## config.mk

```make
export PLATFORM = sky130hd
export DESIGN_NAME = freq_divide_ctrl
export DESIGN_NICKNAME = d
export VERILOG_FILES = /design/src/rtl/freq_divide_ctrl.sv
export SDC_FILE = /design/constraint.sdc
export NUM_CORES = 1
export LEC_CHECK = 0
export ABC_AREA = 1
export CORE_ASPECT_RATIO = 1.2
export CORE_UTILIZATION = 62
export CTS_CLUSTER_DIAMETER = 50
export CTS_CLUSTER_SIZE = 16
export DETAILED_ROUTE_END_ITERATION = 8
export PLACE_DENSITY = 0.92
export SKIP_LAST_GASP = 1
export SLEW_MARGIN = 30
export SYNTH_ARGS = -nofsm -noshare
export SYNTH_HDL_FRONTEND = slang
export SYNTH_SLANG_ARGS = --single-unit
```

## constraint.sdc

```tcl
create_clock -name clk -period 7.5 [get_ports clk]
set_input_delay 2.25 -clock clk [delete_from_list [all_inputs] [get_ports clk]]
set_output_delay 2.25 -clock clk [all_outputs]
set_load 0.02 [all_outputs]
```

## src/rtl/freq_divide_ctrl.sv

```systemverilog
// freq_divide_ctrl: programmable tick / square-wave enable sequencer.
// Divisor and burst are loaded in IDLE; RUN emits a tick every D cycles.
module freq_divide_ctrl #(
    parameter int DIV_W       = 24,
    parameter int BURST_W     = 16,
    parameter int DEFAULT_DIV = 2
) (
    input  logic               clk,
    input  logic               rst,
    input  logic               cfg_valid,
    output logic               cfg_ready,
    input  logic [DIV_W-1:0]   cfg_div,
    input  logic [BURST_W-1:0] cfg_burst,
    input  logic               start,
    input  logic               stop,
    output logic               tick,
    output logic               out_clk,
    output logic [BURST_W-1:0] tick_cnt,
    output logic               busy,
    output logic               done
);

    typedef enum logic [1:0] {
        IDLE,
        RUN,
        DONE
    } state_t;

    state_t             state_q, state_d;
    logic [DIV_W-1:0]   div_q, div_d;
    logic [DIV_W-1:0]   cnt_q, cnt_d;
    logic [BURST_W-1:0] burst_q, burst_d;
    logic [BURST_W-1:0] tcnt_q, tcnt_d;
    logic               tick_q, tick_d;
    logic               oclk_q, oclk_d;
    logic               done_q, done_d;
    logic [DIV_W-1:0]   d_run;
    logic [DIV_W-1:0]   d_new;
    logic               last;

    // A zero divisor behaves as a divide-by-one.
    function automatic logic [DIV_W-1:0] eff(input logic [DIV_W-1:0] v);
        return (v == '0) ? DIV_W'(1) : v;
    endfunction

    assign d_run     = eff(div_q);
    assign cfg_ready = (state_q == IDLE);
    assign busy      = (state_q != IDLE);
    assign tick      = tick_q;
    assign out_clk   = oclk_q;
    assign tick_cnt  = tcnt_q;
    assign done      = done_q;

    // Next-state and next-register values; tick is scheduled one edge
    // ahead so it is visible in the cycle where the counter hits D-1.
    always_comb begin
        state_d = state_q;
        div_d   = div_q;
        burst_d = burst_q;
        cnt_d   = cnt_q;
        tcnt_d  = tcnt_q;
        tick_d  = 1'b0;
        oclk_d  = oclk_q;
        done_d  = 1'b0;
        d_new   = '0;
        last    = 1'b0;
        unique case (state_q)
            IDLE: begin
                oclk_d = 1'b0;
                if (cfg_valid) begin
                    div_d   = cfg_div;
                    burst_d = cfg_burst;
                end
                if (start) begin
                    d_new   = eff(cfg_valid ? cfg_div : div_q);
                    state_d = RUN;
                    cnt_d   = '0;
                    tcnt_d  = '0;
                    if (d_new == DIV_W'(1)) begin
                        tick_d = 1'b1;
                        tcnt_d = BURST_W'(1);
                        oclk_d = 1'b1;
                    end
                end
            end
            RUN: begin
                last = tick_q && (burst_q != '0) && (tcnt_q == burst_q);
                if (stop) begin
                    state_d = IDLE;
                    oclk_d  = 1'b0;
                    cnt_d   = '0;
                end else if (last) begin
                    state_d = DONE;
                    done_d  = 1'b1;
                end else begin
                    if (cnt_q == d_run - DIV_W'(1)) cnt_d = '0;
                    else cnt_d = cnt_q + DIV_W'(1);
                    if (cnt_d == d_run - DIV_W'(1)) begin
                        tick_d = 1'b1;
                        tcnt_d = tcnt_q + BURST_W'(1);
                        oclk_d = ~oclk_q;
                    end
                end
            end
            DONE: begin
                state_d = IDLE;
                oclk_d  = 1'b0;
            end
            default: state_d = IDLE;
        endcase
    end

    // State register.
    always_ff @(posedge clk or negedge rst) begin
        if (!rst) state_q <= IDLE;
        else      state_q <= state_d;
    end

    // Configuration, counters and registered outputs.
    always_ff @(posedge clk or negedge rst) begin
        if (!rst) begin
            div_q   <= DIV_W'(DEFAULT_DIV);
            burst_q <= '0;
            cnt_q   <= '0;
            tcnt_q  <= '0;
            tick_q  <= 1'b0;
            oclk_q  <= 1'b0;
            done_q  <= 1'b0;
        end else begin
            div_q   <= div_d;
            burst_q <= burst_d;
            cnt_q   <= cnt_d;
            tcnt_q  <= tcnt_d;
            tick_q  <= tick_d;
            oclk_q  <= oclk_d;
            done_q  <= done_d;
        end
    end

endmodule

```

==> run_results.csv, run 1 <==
group,metric,value,unit
outcome,run_status,"finished clean",
logic_synthesis,ys_async_sr_fraction,100.0,%
route,vias_per_cell,5.763,
critical_path,worst-path-buf-inv,2,
clock_network,cts_tree,"done",
global_routing,overflow,0,
sta,final.min_clock_period,5.280,ns
sta,worstMarginPinSlew,0.9176,ns
logic_synthesis,syn-instance-count,891,
layout,insertedDiodeCount,0,
clock_network,cts_resized,0,
die,die_h,110.7,µm
sta,whs,0.5099,ns
pwr,vdd_drop_max,189.7,µV
sta,slew_headroom,38.68,%
logic_synthesis,synth_cell_types,43,
logic_synthesis,ys_warn_count,0,
critical_path,path_class,"reg -> reg",
global_routing,grt_pass1_wl,27730,µm
sta,slew_violations,0,
critical_path,cpPeakStageDelay,0.72,ns
sta,period_share,70.40,%
layout,area_growth,16.66,%
global_routing,grt_start_max_net_pins,86,
critical_path,critical_path_depth,27,
logic_synthesis,synth.avg_cell_area,6.854,µm²
route,drt_wl_total,16420,µm
pwr,p_leak,3.391,nW
critical_path,cp_top_family,"simple AND/OR/NAND/NOR gates",
critical_path,reg2reg_depth,27,
die,row_count,39,
layout,final_net_count,999,
critical_path,crit_arrival,5.51,ns
pwr,power.density,297.7,nW/µm²
critical_path,startpoint_type,"flop",
clock_network,cts_setup_buffers,0,
route,drtIter0Drc,459,
layout,postLayoutCellArea,7124,µm²
clock_network,numClockSinks,85,
route,wl_per_cell,15.26,µm
logic_synthesis,synth.cell_area,6107,µm²
clock_network,cts.clk_slew.worst_paths,0.06,ns
logic_synthesis,syn_nets,942,
place,gp_congestion,1.011,
sta,grt_setup_unrepaired,"no",
clock_network,cts_max_path_buffers,2,
logic_synthesis,yosys-top-cells-area,"dfrtp_1 34%, nand2_1 15%, xor2_1 8.0%",
logic_synthesis,yosys.area.top_type,"dfrtp_1",
logic_synthesis,ys_top_cells_by_count,"236 x nand2_1, 124 x inv_1, 98 x nor2_1, 84 x dfrtp_1, 79 x nand3_1",
die,coreArea,9564,µm²
logic_synthesis,synth_top_area_share,34.42,%
critical_path,cp_slowest_cell,"nand3_2",
logic_synthesis,yosysSeqAreaShare,34.85,%
flow_run,maxCapViolCount,0,
layout,postLayoutCoreUtil,74.49,%
logic_synthesis,yosysMostFrequentCell,"nand2_1",
logic_synthesis,ys_seq_elements,85,
die,start_util,63.85,%
global_routing,antenna_found_initial,0,
clock_network,cts_hold_buf,0,
global_routing,grt_usage,34.13,%
route,antenna_left,0,
min_path,hold_path_depth,2,
sta,finalHoldViolCount,0,
logic_synthesis,synth_edf_count,0,
critical_path,cpMostUsedCell,"nand2_1",
clock_network,clk_latency,0.35,ns
layout,drive_gt1_share,5.771,%
sta,skew,0.01449,ns
critical_path,cp.required,7.73,ns
route,drc,0,
logic_synthesis,synth-main-ff-cell,"dfrtp_1",
route,vias,6201,
die,die_w,92.60,µm
critical_path,endpoint_kind,"flop",
place,port_buffers,65,
sta,tns,0,ns
sta,finalSetupViolCount,0,
clock_network,numCtsBuffers,9,
sta,timing.fmax,189.4,MHz
route,dr.pass1.iters,7,
critical_path,cp_max_fo,41,
place,placed_cell_area,6828,µm²
die,ios,66,
min_path,worstHoldPathType,"reg -> reg",
die,die-area,10250,µm²
global_routing,grt_pass1_vias,5810,
place,dp_hpwl,12050,µm
clock_network,clockRootBuffer,"clkbuf_16",
clock_network,htree_levels,3,
-- worst register-to-register path: stages, from the launching register on --
cell and delay, ns:
dfrtp_1 0.47, nor2_2 0.21, nand2_1 0.10, nor2_2 0.21
nand3_4 0.14, nand2_2 0.11, inv_2 0.08, ha_1 0.25
nand3_2 0.15, inv_1 0.10, nand2_1 0.08, xor2_1 0.38
xor2_1 0.18, nand3_1 0.10, nor3_1 0.35, nand3_2 0.72
nand2_1 0.33, nand2_1 0.11, nand2_1 0.08, nand2_1 0.06
nor2_1 0.09, nand2_1 0.07, nor2_2 0.16, nand3_2 0.12
nand2_4 0.20, nand2_4 0.17, nand2_1 0.11, nand2_1 0.05
-- metrics by stage --
| stage | cells | power, mW | setup WS, ns |
|---|---|---|---|
| finish | 1076 | 2.121 | 2.220 |
| global route | 1076 | 2.266 | 1.783 |
| CTS | 1076 | 2.103 | 2.333 |
| detailed placement | 1060 | 1.639 | 2.388 |
| global placement | 1060 | 1.612 | 2.535 |
| floorplan | 891 | 1.373 | 3.913 |
-- cell usage in the layout, fill, tap and decap left out, types with 2 or more instances in the layout --
master           instances
inv_2                    5
nand4_1                 13
nor4_1                  12
nor2_1                  98
inv_1                  124
clkbuf_16                9
nand2_4                  2
mux2_2                   5
o21ai_0                 29
nand2_2                  6
xnor2_1                  7
xor2_1                  56
nor3_1                  15
a21oi_1                 22
clkdlybuf4s50_1         64
o21ai_1                  2
clkinvlp_4               2
nor2_2                   8
buf_4                    2
ha_1                     6
dfrtp_1                 84
nand3b_1                 9
clkbuf_1                 2
nand3_1                 79
nand3_2                  5
nand2_1                235
o22ai_1                 29
a211oi_1                 2
-- layer usage --
metal	part of all wire [%]	vias to the layer above	GRT usage (%)
met4	4.6	0	16.56
li1	-	2971	-
met1	41	2848	45.81
met2	48	316	54.22
met3	6.8	66	4.527
met5	0	-	0
-- registers in the layout, indices dropped and copies added (netlist names) --
register and flops:
cnt_q 24, div_q 24, burst_q 16, tick_cnt 16, state_q 2, done 1, out_clk 1, tick 1
-- layout make-up --
cell class	instances	area (µm²)
multi-input cells	655	3391
repair buffers	67	666.9
fillers	711	2440
flip-flops and latches	85	2128
clock inverters	4	50.05
well taps	123	153.9
clock buffers	12	246.5
inverters	130	488.0
-- worst paths after layout --
path / startpoint / endpoint / slack, ns
worst min register to register: div_q[1]$_DFFE_PN1P_ / div_q[1]$_DFFE_PN1P_ / 0.51
min in group asynchronous: rst / cnt_q[19]$_DFFE_PN0P_ / 1.94
worst max register to register: div_q[15]$_DFFE_PN0P_ / tick_cnt[9]$_DFFE_PN0P_ / 2.22
worst max-delay path: div_q[15]$_DFFE_PN0P_ / tick_cnt[9]$_DFFE_PN0P_ / 2.22
max in group asynchronous: rst / tick_cnt[3]$_DFFE_PN0P_ / 4.99
worst min-delay path: div_q[1]$_DFFE_PN1P_ / div_q[1]$_DFFE_PN1P_ / 0.51
-- logic make-up after synthesis --
family | Yosys count | synth area share, %
xor gates and xnor gates | 63 | 9.035
DFF | 85 | 34.85
buffers and inverters | 151 | 9.752
adders and majority gates | 6 | 1.229
and+or+nand+nor | 491 | 35.83
AOI/OAI and AO/OA | 90 | 8.380
muxes | 5 | 0.9219
-- where the power goes --
| group | internal (mW) | switching, mW |
|---|---|---|
| Combinational | 0.322 | 0.619 |
| Clock | 0.267 | 0.192 |
| Sequential | 0.579 | 0.141 |
| Total | 1.17 | 0.952 |
No activity file was read; power rests on OpenSTA's default activity.
==> run 2: changes to the inputs <==
--- a/config.mk
+++ b/config.mk
@@ -7,11 +7,11 @@
 export LEC_CHECK = 0
 export ABC_AREA = 1
 export CORE_ASPECT_RATIO = 1.2
-export CORE_UTILIZATION = 62
+export CORE_UTILIZATION = 58
 export CTS_CLUSTER_DIAMETER = 50
 export CTS_CLUSTER_SIZE = 16
 export DETAILED_ROUTE_END_ITERATION = 8
-export PLACE_DENSITY = 0.92
+export PLACE_DENSITY = 0.88
 export SKIP_LAST_GASP = 1
 export SLEW_MARGIN = 30
 export SYNTH_ARGS = -nofsm -noshare
==> constraint.sdc (replaced) <==
create_clock -name clk -period 5.15 [get_ports clk]
set_input_delay 1.545 -clock clk [delete_from_list [all_inputs] [get_ports clk]]
set_output_delay 1.545 -clock clk [all_outputs]
set_load 0.02 [all_outputs]
==> run_results.csv, run 2 (synthesis gave the netlist of run 1 again) <==
group,metric,value,unit
outcome,run_status,"finished clean",
clock_network,cts_resized,0,
critical_path,cp.required,5.39,ns
critical_path,crit_arrival,4.87,ns
route,vias_per_cell,5.630,
clock_network,cts_tree,"done",
min_path,hold_path_end,"state_q[0]$_DFFE_PN0P_",
die,die_h,114.4,µm
pwr,finalPower,3.090,mW
critical_path,r2r_slack,0.52,ns
clock_network,clockRootBuffer,"clkbuf_16",
layout,final_common_cell,"nand2_1",
layout,insertedDiodeCount,0,
sta,slew_headroom,40.91,%
clock_network,cts_max_path_buffers,2,
global_routing,grt_pass1_vias,5692,
clock_network,cts_setup_buffers,0,
global_routing,grt_start_max_net_pins,86,
route,drtIter0Drc,445,
place,port_buffers,65,
critical_path,cp_max_fo,31,
clock_network,numClockSinks,85,
sta,slew_violations,0,
critical_path,path_class,"reg -> reg",
clock_network,cts_hold_buf,0,
critical_path,reg2reg_depth,30,
pwr,power.density,432.2,nW/µm²
critical_path,cpPeakStageDelay,0.57,ns
sta,timing.fmax,216.0,MHz
route,vias,6086,
clock_network,cts.clk_slew.worst_paths,0.07,ns
global_routing,overflow,0,
critical_path,r2r-end,"tick_cnt[4]$_DFFE_PN0P_",
critical_path,startpoint_type,"flop",
critical_path,cp_slowest_cell,"dfstp_2",
sta,period_share,89.90,%
sta,worstMarginPinSlew,0.8842,ns
critical_path,endpoint_kind,"flop",
die,die-area,10950,µm²
route,dr.pass1.iters,7,
layout,drive_gt1_share,6.073,%
die,row_count,40,
layout,area_growth,17.07,%
route,wl_per_cell,15.58,µm
route,drc,0,
global_routing,grt_pass1_wl,27560,µm
clock_network,clk_latency,0.35,ns
min_path,hold_path_depth,2,
clock_network,htree_levels,3,
critical_path,cpMostUsedCell,"nand2_1",
route,antenna_left,0,
layout,final_net_count,1001,
sta,skew,0.009384,ns
die,die_w,95.67,µm
die,start_util,60.41,%
sta,finalHoldViolCount,0,
global_routing,antenna_found_initial,0,
pwr,p_leak,3.410,nW
die,ios,66,
min_path,worstHoldPathType,"reg -> reg",
sta,final.min_clock_period,4.630,ns
flow_run,maxCapViolCount,0,
layout,top_regs,"cnt_q x24, div_q x24",
sta,finalSetupViolCount,0,
global_routing,grt_usage,32.66,%
layout,final_cell_mix,"235 x nand2_1, 124 x inv_1, 98 x nor2_1",
sta,grt_setup_unrepaired,"no",
sta,tns,0,ns
route,drt_wl_total,16840,µm
pwr,vdd_drop_max,262.6,µV
die,coreArea,10110,µm²
place,dp_hpwl,12690,µm
clock_network,numCtsBuffers,9,
min_path,hp-start,"state_q[0]$_DFFE_PN0P_",
critical_path,rr_startpoint,"div_q[1]$_DFFE_PN1P_",
place,gp_congestion,0.9536,
[run 2: changes by cell type in the layout (fill, tap and decap cells not counted)]
cell        delta
buf_12         +1
buf_4          +1
clkbuf_1       -1
clkbuf_8       -1
clkinv_2       +2
clkinvlp_4     -1
inv_6          +1
[run 2: worst max path at each step]
stage | start | to | slack, ns | depth (start not counted)
floorplan | div_q[1]$_DFFE_PN1P_ | tick_cnt[13]$_DFFE_PN0P_ | 1.59 | 29
global placement | div_q[1]$_DFFE_PN1P_ | tick_cnt[0]$_DFFE_PN0P_ | 0.71 | 28
detailed placement | div_q[1]$_DFFE_PN1P_ | tick_cnt[4]$_DFFE_PN0P_ | 0.60 | 30
CTS | div_q[1]$_DFFE_PN1P_ | tick_cnt[0]$_DFFE_PN0P_ | 0.57 | 30
global route | div_q[15]$_DFFE_PN0P_ | tick_cnt[12]$_DFFE_PN0P_ | 0.14 | 28
finish | div_q[1]$_DFFE_PN1P_ | tick_cnt[4]$_DFFE_PN0P_ | 0.52 | 30
[run 2: report_power, final]
part	total, mW	switching, mW	internal [mW]
clock network	0.654	0.278	0.375
logic	1.38	0.910	0.473
registers	1.05	0.210	0.844
total	3.09	1.40	1.69
[run 2: layer usage]
| layer | wire length, µm | global-route usage (%) | vias up |
|---|---|---|---|
| met5 | 0 | 0 | - |
| met4 | 529 | 12.54 | 0 |
| met3 | 1188 | 5.644 | 47 |
| met2 | 8065 | 53.43 | 284 |
| met1 | 7059 | 42.92 | 2773 |
| li1 | - | - | 2982 |
[run 2: worst max-delay path: cells and delay by family (launching register included)]
family | cells | cell delay (ns)
and+or+nand+nor | 26 | 3.12
DFF | 1 | 0.57
buffers and inverters | 2 | 0.38
adders and majority gates | 1 | 0.22
xor gates and xnor gates | 1 | 0.20
[run 2: cell type report]
class	instances	area [µm²]
tap	126	157.7
inverter	130	488.0
clock buffer	10	229.0
clock inverter	6	61.31
timing repair buffer	69	694.4
sequential	85	2128
fill	831	2960
multi-input combinational	655	3391
[run 2: per-stage QoR]
stage | cells | hold WS [ns] | util, % | worst slack [ns] | area (µm²)
floorplan | 891 | 0.4750 | - | 1.588 | 6107
global placement | 1065 | 0.4964 | 67.81 | 0.7085 | 6855
detailed placement | 1065 | 0.5050 | 67.85 | 0.6003 | 6859
CTS | 1081 | 0.5196 | 70.72 | 0.5742 | 7149
global route | 1081 | 0.5565 | 70.72 | 0.1356 | 7149
finish | 1081 | 0.5228 | 70.72 | 0.5201 | 7149
